===== src/rtl/display_scan_ctrl.sv =====
// Four-digit seven-segment scan controller: prescaled digit stepping, frame-aligned
// value updates through a one-deep holding slot, and leading-zero blanking.
module display_scan_ctrl #(
    parameter int unsigned DIV = 100000
) (
    input  logic        clk,
    input  logic        rst_n,
    input  logic [15:0] value,
    input  logic        load,
    input  logic        enable,
    input  logic        blank_lz,
    output logic [3:0]  x,
    output logic [1:0]  dig,
    output logic        en,
    output logic        pending,
    output logic        load_ack
);

    localparam int unsigned CntW = $clog2(DIV);
    localparam logic [CntW-1:0] CntMax = CntW'(DIV - 1);

    logic [CntW-1:0] cnt_q, cnt_d;
    logic [1:0]      dig_q, dig_d;
    logic [15:0]     shown_q, shown_d;
    logic [15:0]     pend_val_q, pend_val_d;
    logic            pending_q, pending_d;
    logic            load_ack_q, load_ack_d;

    logic            tick;
    logic            boundary;
    logic [3:0]      lz;
    logic            blanked;

    assign tick     = (cnt_q == CntMax);
    assign boundary = tick && (dig_q == 2'd3);

    always_comb begin
        cnt_d      = tick ? '0 : cnt_q + CntW'(1);
        dig_d      = tick ? dig_q + 2'd1 : dig_q;
        shown_d    = shown_q;
        pend_val_d = pend_val_q;
        pending_d  = pending_q;
        load_ack_d = 1'b0;
        if (boundary) begin
            // A load landing on the boundary bypasses the slot and wins over it.
            if (load) begin
                shown_d = value;
            end else if (pending_q) begin
                shown_d = pend_val_q;
            end
            pending_d  = 1'b0;
            load_ack_d = load | pending_q;
        end else if (load) begin
            pend_val_d = value;
            pending_d  = 1'b1;
        end
    end

    always_ff @(posedge clk or negedge rst_n) begin
        if (!rst_n) begin
            cnt_q      <= '0;
            dig_q      <= 2'd0;
            shown_q    <= 16'h0000;
            pend_val_q <= 16'h0000;
            pending_q  <= 1'b0;
            load_ack_q <= 1'b0;
        end else begin
            cnt_q      <= cnt_d;
            dig_q      <= dig_d;
            shown_q    <= shown_d;
            pend_val_q <= pend_val_d;
            pending_q  <= pending_d;
            load_ack_q <= load_ack_d;
        end
    end

    // lz[i]: nibbles 0..i of the shown value are all zero; the last digit always shows.
    always_comb begin
        lz[0] = (shown_q[15:12] == 4'h0);
        lz[1] = lz[0] && (shown_q[11:8] == 4'h0);
        lz[2] = lz[1] && (shown_q[7:4] == 4'h0);
        lz[3] = 1'b0;
    end

    always_comb begin
        x = 4'h0;
        unique case (dig_q)
            2'd0: x = shown_q[15:12];
            2'd1: x = shown_q[11:8];
            2'd2: x = shown_q[7:4];
            2'd3: x = shown_q[3:0];
            default: x = 4'h0;
        endcase
    end

    assign blanked  = blank_lz & lz[dig_q];
    assign en       = enable & ~blanked;
    assign dig      = dig_q;
    assign pending  = pending_q;
    assign load_ack = load_ack_q;

endmodule

===== config.mk =====
export PLATFORM = sky130hd
export DESIGN_NAME = display_scan_ctrl
export DESIGN_NICKNAME = d
export VERILOG_FILES = /design/src/rtl/display_scan_ctrl.sv
export SDC_FILE = /design/constraint.sdc
export NUM_CORES = 1
export LEC_CHECK = 0
export CAP_MARGIN = 15
export CORE_MARGIN = 4
export CORE_UTILIZATION = 45
export CTS_CLUSTER_SIZE = 12
export DETAILED_ROUTE_END_ITERATION = 8
export GPL_ROUTABILITY_DRIVEN = 1
export PLACE_DENSITY = 0.66
export SLEW_MARGIN = 20
export SYNTH_ARGS = -nofsm -noshare
export SYNTH_HDL_FRONTEND = slang
export SYNTH_SLANG_ARGS = --single-unit

===== constraint.sdc =====
create_clock -name clk -period 6.5 [get_ports clk]
set_clock_uncertainty 0.15 [all_clocks]
set_input_delay 0.975 -clock clk [delete_from_list [all_inputs] [get_ports clk]]
set_output_delay 0.975 -clock clk [all_outputs]
set_load 0.1 [all_outputs]

### After elaboration in Yosys (flattened, before gate mapping)

Cells that the tools add are included.

| operators by class | value |
|---|---|
| add/subtract/negate cells | 2 |
| $lt $le $gt $ge | 1 |
| equal/unequal tests | 4 |
| mux-type cells | 9 |
| bitwise logic cells | 5 |
| reductions and logical operators | 11 |

Operators by type and width:

| cell | count |
|---|---|
| 16-bit 2-to-1 mux | 2 |
| 17-bit by 1-bit adder with 17-bit output, second input constant | 1 |
| 17-bit equality test, second input constant | 1 |
| 17-bit 2-to-1 mux | 1 |
| 4-bit one-hot mux with 4 select lines | 1 |
| 4-bit zero test | 3 |
| 2-bit equality test, second input constant | 2 |
| 1-bit 2-to-1 mux | 4 |
| 2-bit AND reduction | 2 |
| 2-bit nonzero test | 2 |
| 1-bit logical AND | 3 |
| 2-bit by 3-bit < comparator with 1-bit output, second input constant | 1 |
| 2-bit by 1-bit adder with 2-bit output, second input constant | 1 |
| 1-bit AND | 2 |
| 1-bit binary-select mux with 2-bit select | 1 |
| 2-bit by 1-bit equality test with 1-bit output, second input constant | 1 |
| 2-bit zero test | 1 |
| 1-bit inverter | 2 |
| 1-bit bitwise OR | 1 |

| word-level totals | value |
|---|---|
| bits in registers | 53 |
| input bits | 21 |
| output and inout port bits | 9 |
| word-level logic and storage cells | 38 |

### Depth between registers and ports, before layout

Gate-level depths: netlist (run 1).

| logic depth | value |
|---|---|
| depth in word-level cells | 8 |
| depth in mapped cells | 6 |

### Worst setup path after synthesis (run 1)

OpenSTA, ideal clock, no wires.

| timing path | value |
|---|---|
| path kind | register to output |
| start point | register dig_q[0] (netlist: dig[0]) |
| end point | output x[0] |
| arrival time | 3,106 ps |
| slack | 2,269 ps |
| cell stages (with the launch flop) | 5 |
| buffers on the path | 1 |
| cell sequence | dfrtp_1 inv_1 ha_1 buf_1 mux2i_1 |

| between the ends | value |
|---|---|
| longest elaborated chain between the ends | 2 |
| elaborated cells between the ends (all ways) | 5 |

RTL lines:

| what | RTL line | text |
|---|---|---|
| start, declared | 23 | `logic [1:0] dig_q, dig_d;` |
| start signal, assigned | 69 | `dig_q <= dig_d;` |
| 2-bit equality test (tied with other cells) | 87 | `unique case (dig_q)` |
| 4-bit one-hot mux with 4 select lines * | 87 |  |
| end, declared | 12 | `output logic [3:0] x,` |

Every way passes the cells marked *; elsewhere a longest branch is shown, timed or not.

### Worst setup path in the final report (run 1)

| timing path | value |
|---|---|
| start point | input enable |
| end point | output en |

| between the ends | value |
|---|---|
| longest elaborated chain between the ends | 1 |

RTL lines:

| what | RTL line | text |
|---|---|---|
| start, declared | 10 | `input logic enable,` |
| 1-bit AND | 97 | `assign en = enable & ~blanked;` |
| end, declared | 14 | `output logic en,` |

No other way between the ends.

==> metrics.txt, run 1 <==
status finished, final reports clean; antenna diode count 0; Worst setup EP type output port; CTS Hold Bufs 0; P_sw between 100 and 150 uW; synthesized cell area roughly 2600 sq um; crit path DAT 2.74 ns; Mapped Cells about 210; maxcap violations 0; Yosys top cell area share 50.2%; H-tree levels 2; Pre-antenna DRT Iters 4; leading area contributor after synthesis dfrtp_1; HPWL Detailed approximately 3400 um; unrepaired setup endpoints after global routing no; Finish-stage setup viols 0; Final period util 59.4%; final WL 4960 um; met1 Use GR between 10% and 20%; vias in the first global route 1730; Hold Fails Final Rpt 0; Setup Fix Bufs, Post-CTS 0; residual DRC count 0; Yosys reg bits 53; Worst Reg-to-Reg Cells 5; Final nets 263; Synthesis Warnings 0; CTS tree built; Synth cell types 37; Hold Slack 0.360 ns; power share of the clock group 36.3%; layout cells sized above 1 between 20% and 30%; Pleak 0.00143 uW; most used routing layer in global routing met2; FP Rows 27; Power Dens Cells roughly 200 nW/um^2; total power 627 uW; internal power 498 uW; met3 usage 4.22%; count of pins over their slew limit 0; TritonCTS Buffers 5; Area growth syn-to-layout 17.1%; clk root buf clkbuf_8; TNS Setup 0 ns; CP endpoint en; critical path class input port to output port; GPL Wtd Cong 0.880; ANT nets after route 0; WL per Instance 16.0 um; reg-to-reg startpoint cnt_q[0]; highest net fanout along the worst path 1; largest net degree at the start of global routing 54; Design Area, Final 3100 sq um; IO Port Bufs 29; Max Freq 259 MHz; GR Overflow Total 0; sequential-to-total area share from yosys stat between 50 and 60%; GR Util met2 23.3%; Gate power share ~8.8%; synth top area cells dfrtp_1 50%, mux2_2 10%, mux2_4 9.1%, mux2i_1 4.5%, xnor2_1 2.7%; post_cts resized 0; All-Layer GR Usage 14.7%; Max-slew headroom 34.6%; min cycle time layout between 3 and 4 ns; CP startpoint enable; die width ~85 um; Peak VDD IR ~0.12 mV; Min-Delay Path Class register to register; Iter 0 DRT Violations 75; initial antenna violation count 0; Die ar. 7160 sq um; Mapped Avg Cell Area 12.8 sq um; FF-to-FF setup slack between 4 and 5 ns; sw frac 20.6%; Slew @ Worst Pin 0.979 ns; core area 5610 sq um; Mapped Nets 232; Layout Utilization a little under three fifths; first-pass GRT wire length roughly 8400 um; Worst Hold Depth 1; Clock Latency Late Sink 0.30 ns; CTS clock-pin slew for the worst setup and hold paths 0.09 ns; via/cell ratio between 5 and 6; Crit path required time 5.37 ns; I/O Pins 30; die height between 80 and 90 um; Reg2Reg Capture Point shown_q[8]; Clock Tree Buf Depth 2; clock sinks 53; initial core utilization 47.1%; CP startpoint kind input port; sequential power share between 50% and 60%; Placed Area ~3000 sq um; via count 1660
## cell usage after synthesis, drive strengths merged
library cell,number
nand4,7
o31ai,1
mux2i,12
o22ai,1
nor2,15
xor2,7
or2,1
nand2,5
o21ai,2
nor3,3
buf,5
nor4,7
and4,1
or4,2
mux2,40
a21oi,2
a31oi,2
and3,1
ha,5
inv,8
nor2b,1
clkbuf,1
or2b,1
nand3,8
a222oi,4
dfrtp,53
xnor2,8
or3b,1
and2,2
## worst max-delay path: stages
cell and delay [ns]:
clkdlybuf4s50_1 0.45, inv_1 0.03, a31oi_1 0.12, clkdlybuf4s50_1 1.15
## state kept, by name, indices dropped and copies added (netlist names)
| signal | flops |
|---|---|
| pending | 1 |
| cnt_q | 17 |
| load_ack | 1 |
| shown_q | 16 |
| pend_val_q | 16 |
| dig | 2 |
## kinds of logic after synthesis
kind of cell / Yosys count / synth area share [%]
xor+xnor: 15 / 4.97
fa+ha+maj: 5 / 2.37
mux: 52 / 23.9
compound gates: 12 / 3.84
flops: 53 / 50.2
simple gates: 55 / 11.9
buf+inv: 14 / 2.89
## final cells by class
class                           count  area (sq um)
Fill cell                         492          2510
Sequential cell                    53          1330
Multi-Input combinational cell    139          1240
Timing Repair Buffer               30           293
Tap cell                           72          90.1
Clock buffer                        7          86.3
Clock inverter                      1          30.0
Inverter                            8          30.0
## worst min-delay path by stage
stage	end	slack, ns	start
global route	pend_val_q[10]	0.37	pend_val_q[10]
global placement	pend_val_q[10]	0.34	pend_val_q[10]
floorplan	cnt_q[8]	0.33	cnt_q[8]
CTS	pend_val_q[11]	0.37	pend_val_q[11]
finish	pend_val_q[11]	0.36	pend_val_q[11]
detailed placement	pend_val_q[11]	0.34	pend_val_q[11]
## through the flow
stage | worst slack [ns] | instances
after global placement | 2.64 | 302
after detailed placement | 2.63 | 302
final | 2.64 | 310
after floorplan | 2.27 | 206
after CTS | 2.63 | 310
after global routing | 2.58 | 310
## routing by layer
layer	vias up	part of all wire, %
met5	-	0
met4	0	1.3
met3	7	4.7
met2	38	47
met1	809	47
li1	806	-
## cells in the final DEF (no fill, tap or decap)
master           Yosys  layout
a222oi_1             4       4
nor4_1               6       6
mux2i_1             12      12
nand3_1              8       8
nand2_1              4       4
bufinv_16            0       1
clkbuf_8             0       6
nor2b_1              1       1
inv_1                8       8
clkdlybuf4s50_1      0      28
nor2_1              15      15
xor2_1               7       7
a31oi_1              1       1
buf_2                1       1
mux2_2              24      24
xnor2_1              8       8
and3_1               1       1
a31oi_4              1       1
nor3_1               2       2
or3b_1               1       1
nand4_1              7       7
nand2_2              1       1
nor4_2               1       1
and2_1               2       2
or2_2                1       1
or4_4                1       1
or4_1                1       1
buf_4                0       1
dfrtp_1             53      53
o31ai_1              1       1
o22ai_1              1       1
o21ai_0              2       2
clkbuf_1             1       1
a21oi_1              2       2
mux2_4              16      16
ha_1                 5       5
nor3_4               1       1
and4_1               1       1
or2b_2               1       1
## power by group through the flow
| stage | registers [uW] | logic, uW | clock network [uW] |
|---|---|---|---|
| 6_report | 344 | 55.3 | 228 |
| 5_1_grt | 346 | 60.5 | 248 |
| 4_1_cts | 344 | 56.8 | 234 |
| 3_5_place_dp | 351 | 56.2 | 0 |
| 3_3_place_gp | 350 | 55.3 | 0 |
| 2_1_floorplan | 349 | 32.4 | 0 |
No activity file was read; power rests on OpenSTA's default activity.
==> inputs of run 2 (changes only) <==
==> constraint.sdc (replaced) <==
create_clock -name clk -period 3.7 [get_ports clk]
set_clock_uncertainty 0.15 [all_clocks]
set_input_delay 0.555 -clock clk [delete_from_list [all_inputs] [get_ports clk]]
set_output_delay 0.555 -clock clk [all_outputs]
set_load 0.1 [all_outputs]
==> metrics.txt, run 2 (synthesized netlist as in run 1, its figures left out) <==
status finished, final reports clean; Power Dens Cells 334 nW/um^2 (+65%); min cycle time layout about 2.6 ns; sw frac 21.7% (+1.1 points); CTS tree built; initial core utilization 47.1% (unchanged); layout cells sized above 1 26.1% (+2.5 points); Clock Latency Late Sink 0.30 ns (about the same); residual DRC count 0 (unchanged); via count 1665 (+0.30%); Layout Utilization 54.7% (-0.51 points); core area 5610 sq um (unchanged); commonest non-fill, non-tap cells in the layout 53 x dfrtp_1, 24 x mux2_2, 23 x clkdlybuf4s50_1; Die ar. 7160 sq um (unchanged); Placed Area 2980 sq um (about the same); maxcap violations 0 (unchanged); critical path class register to output port; Setup Fix Bufs, Post-CTS 0 (unchanged); FP Rows 27 (unchanged); top flop regs cnt_q x17, pend_val_q x16, shown_q x16; Crit-path slowest cell clkdlybuf4s50_1; sequential power share 59.0% (+4.1 points); antenna diode count 0 (unchanged); I/O Pins 30 (unchanged); CTS clock-pin slew for the worst setup and hold paths 0.09 ns (about the same); Worst Reg-to-Reg Cells 5 (unchanged); Peak VDD IR 0.209 mV (+81%); HPWL Detailed 3540 um (+3.7%); final WL 4880 um (-1.8%); ANT nets after route 0 (unchanged); Iter 0 DRT Violations 78 (+4.0%); WL per Instance 15.7 um (-1.8%); DP Worst Slack 1.22 ns (-1.41 ns); Buf/Inv on CP 1 (-2); power share of the clock group 31.6% (-4.7 points); TritonCTS Buffers 5 (unchanged); Slew @ Worst Pin 0.970 ns (-0.00870 ns); internal power 803 uW (+61%); H-tree levels 2 (unchanged); Pleak 0.00142 uW (-0.64%); GR Overflow Total 0 (unchanged); Worst setup EP type output port; TNS Setup 0 ns (unchanged); P_sw 222 uW (+72%); Design Area, Final 3070 sq um (-0.93%); Crit path required time 2.99 ns (-2.38 ns); crit path DAT 1.90 ns (-0.84 ns); Max-slew headroom 35.1% (+0.58 points); Hold Fails Final Rpt 0 (unchanged); Pre-antenna DRT Iters 4 (unchanged); Clock Tree Buf Depth 2 (unchanged); commonest non-fill, non-tap cell in the layout dfrtp_1; Area growth syn-to-layout 16.1%; largest net degree at the start of global routing 33 (-39%); die height 84.6 um (unchanged); Gate power share 9.5% (+0.7 points); Top reg by flops cnt_q; GPL Wtd Cong 0.873 (-0.84%); highest net fanout along the worst path 5 (+4); via/cell ratio 5.37 (+0.30%); initial antenna violation count 0 (unchanged); first-pass GRT wire length 8350 um (-1.1%); IO Port Bufs 29 (unchanged); final worst slack 1.09 ns (-1.54 ns); unrepaired setup endpoints after global routing no; CP startpoint kind register; Min-Delay Path Class input port to async pin; count of pins over their slew limit 0 (unchanged); CP Depth 1 (-3); Max Freq approximately 380 MHz; clock sinks 53 (unchanged); All-Layer GR Usage 14.8% (+0.050 points); Max stage delay on crit path 1.16 ns (about the same); die width 84.6 um (unchanged); Final nets 264 (+0.38%); max FFs per register 17 (unchanged); cell family with most CP delay buffers and inverters; Final period util between 70% and 80%; post_cts resized 0 (unchanged); cell breakdown of the critical path clkdlybuf4s50_1; CTS Hold Bufs 0 (unchanged); Finish-stage setup viols 0 (unchanged); vias in the first global route 1719 (-0.64%); clk root buf clkbuf_8
==> run 2: changes by cell type in the layout (fill, tap and decap cells not counted), sizes merged <==
| cell | change |
|---|---|
| bufinv | -1 |
| clkdlybuf4s50 | -5 |
| buf | +6 |
==> run 2: final cells by class <==
cell class,instances,area (sq um)
clock buffer,7,86.3
fill,508,2540
inverter,8,30.0
multi-input combinational,139,1250
sequential,53,1330
tap,72,90.1
timing repair buffer,31,288
==> run 2: final timing paths <==
check | from | endpoint | slack (ns)
max in group asynchronous | rst_n | shown_q[5] | 2.47
max reg2reg | cnt_q[0] | shown_q[6] | 1.30
min | rst_n | pend_val_q[3] | 0.16
min in group clk | pend_val_q[9] | pend_val_q[9] | 0.36
min reg2reg | pend_val_q[9] | pend_val_q[9] | 0.36
max | dig[1] | dig[1] | 1.09
==> run 2: metrics by stage <==
step,std cells,total power (uW),hold slack [ns]
3_3_place_gp,303,713,0.336
4_1_cts,310,1040,0.189
6_report,310,1030,0.159
5_1_grt,310,1070,0.211
3_5_place_dp,303,715,0.342
2_1_floorplan,206,671,0.109
==> run 2: per-layer routing <==
| metal | track usage [%] | wire [um] | vias to the layer above |
|---|---|---|---|
| met2 | 24.6 | 2370 | 35 |
| li1 | - | - | 805 |
| met1 | 18.7 | 2230 | 821 |
| met4 | 4.32 | 48 | 0 |
| met3 | 4.22 | 231 | 4 |
| met5 | 0 | 0 | - |
==> run 2: power by group through the flow <==
stage | Sequential [uW] | Clock [uW] | Combinational [uW]
after global placement | 616 | 0 | 97.1
after floorplan | 614 | 0 | 57.2
after detailed placement | 616 | 0 | 98.7
final | 604 | 324 | 97.0
after CTS | 604 | 334 | 99.8
after global routing | 607 | 354 | 106
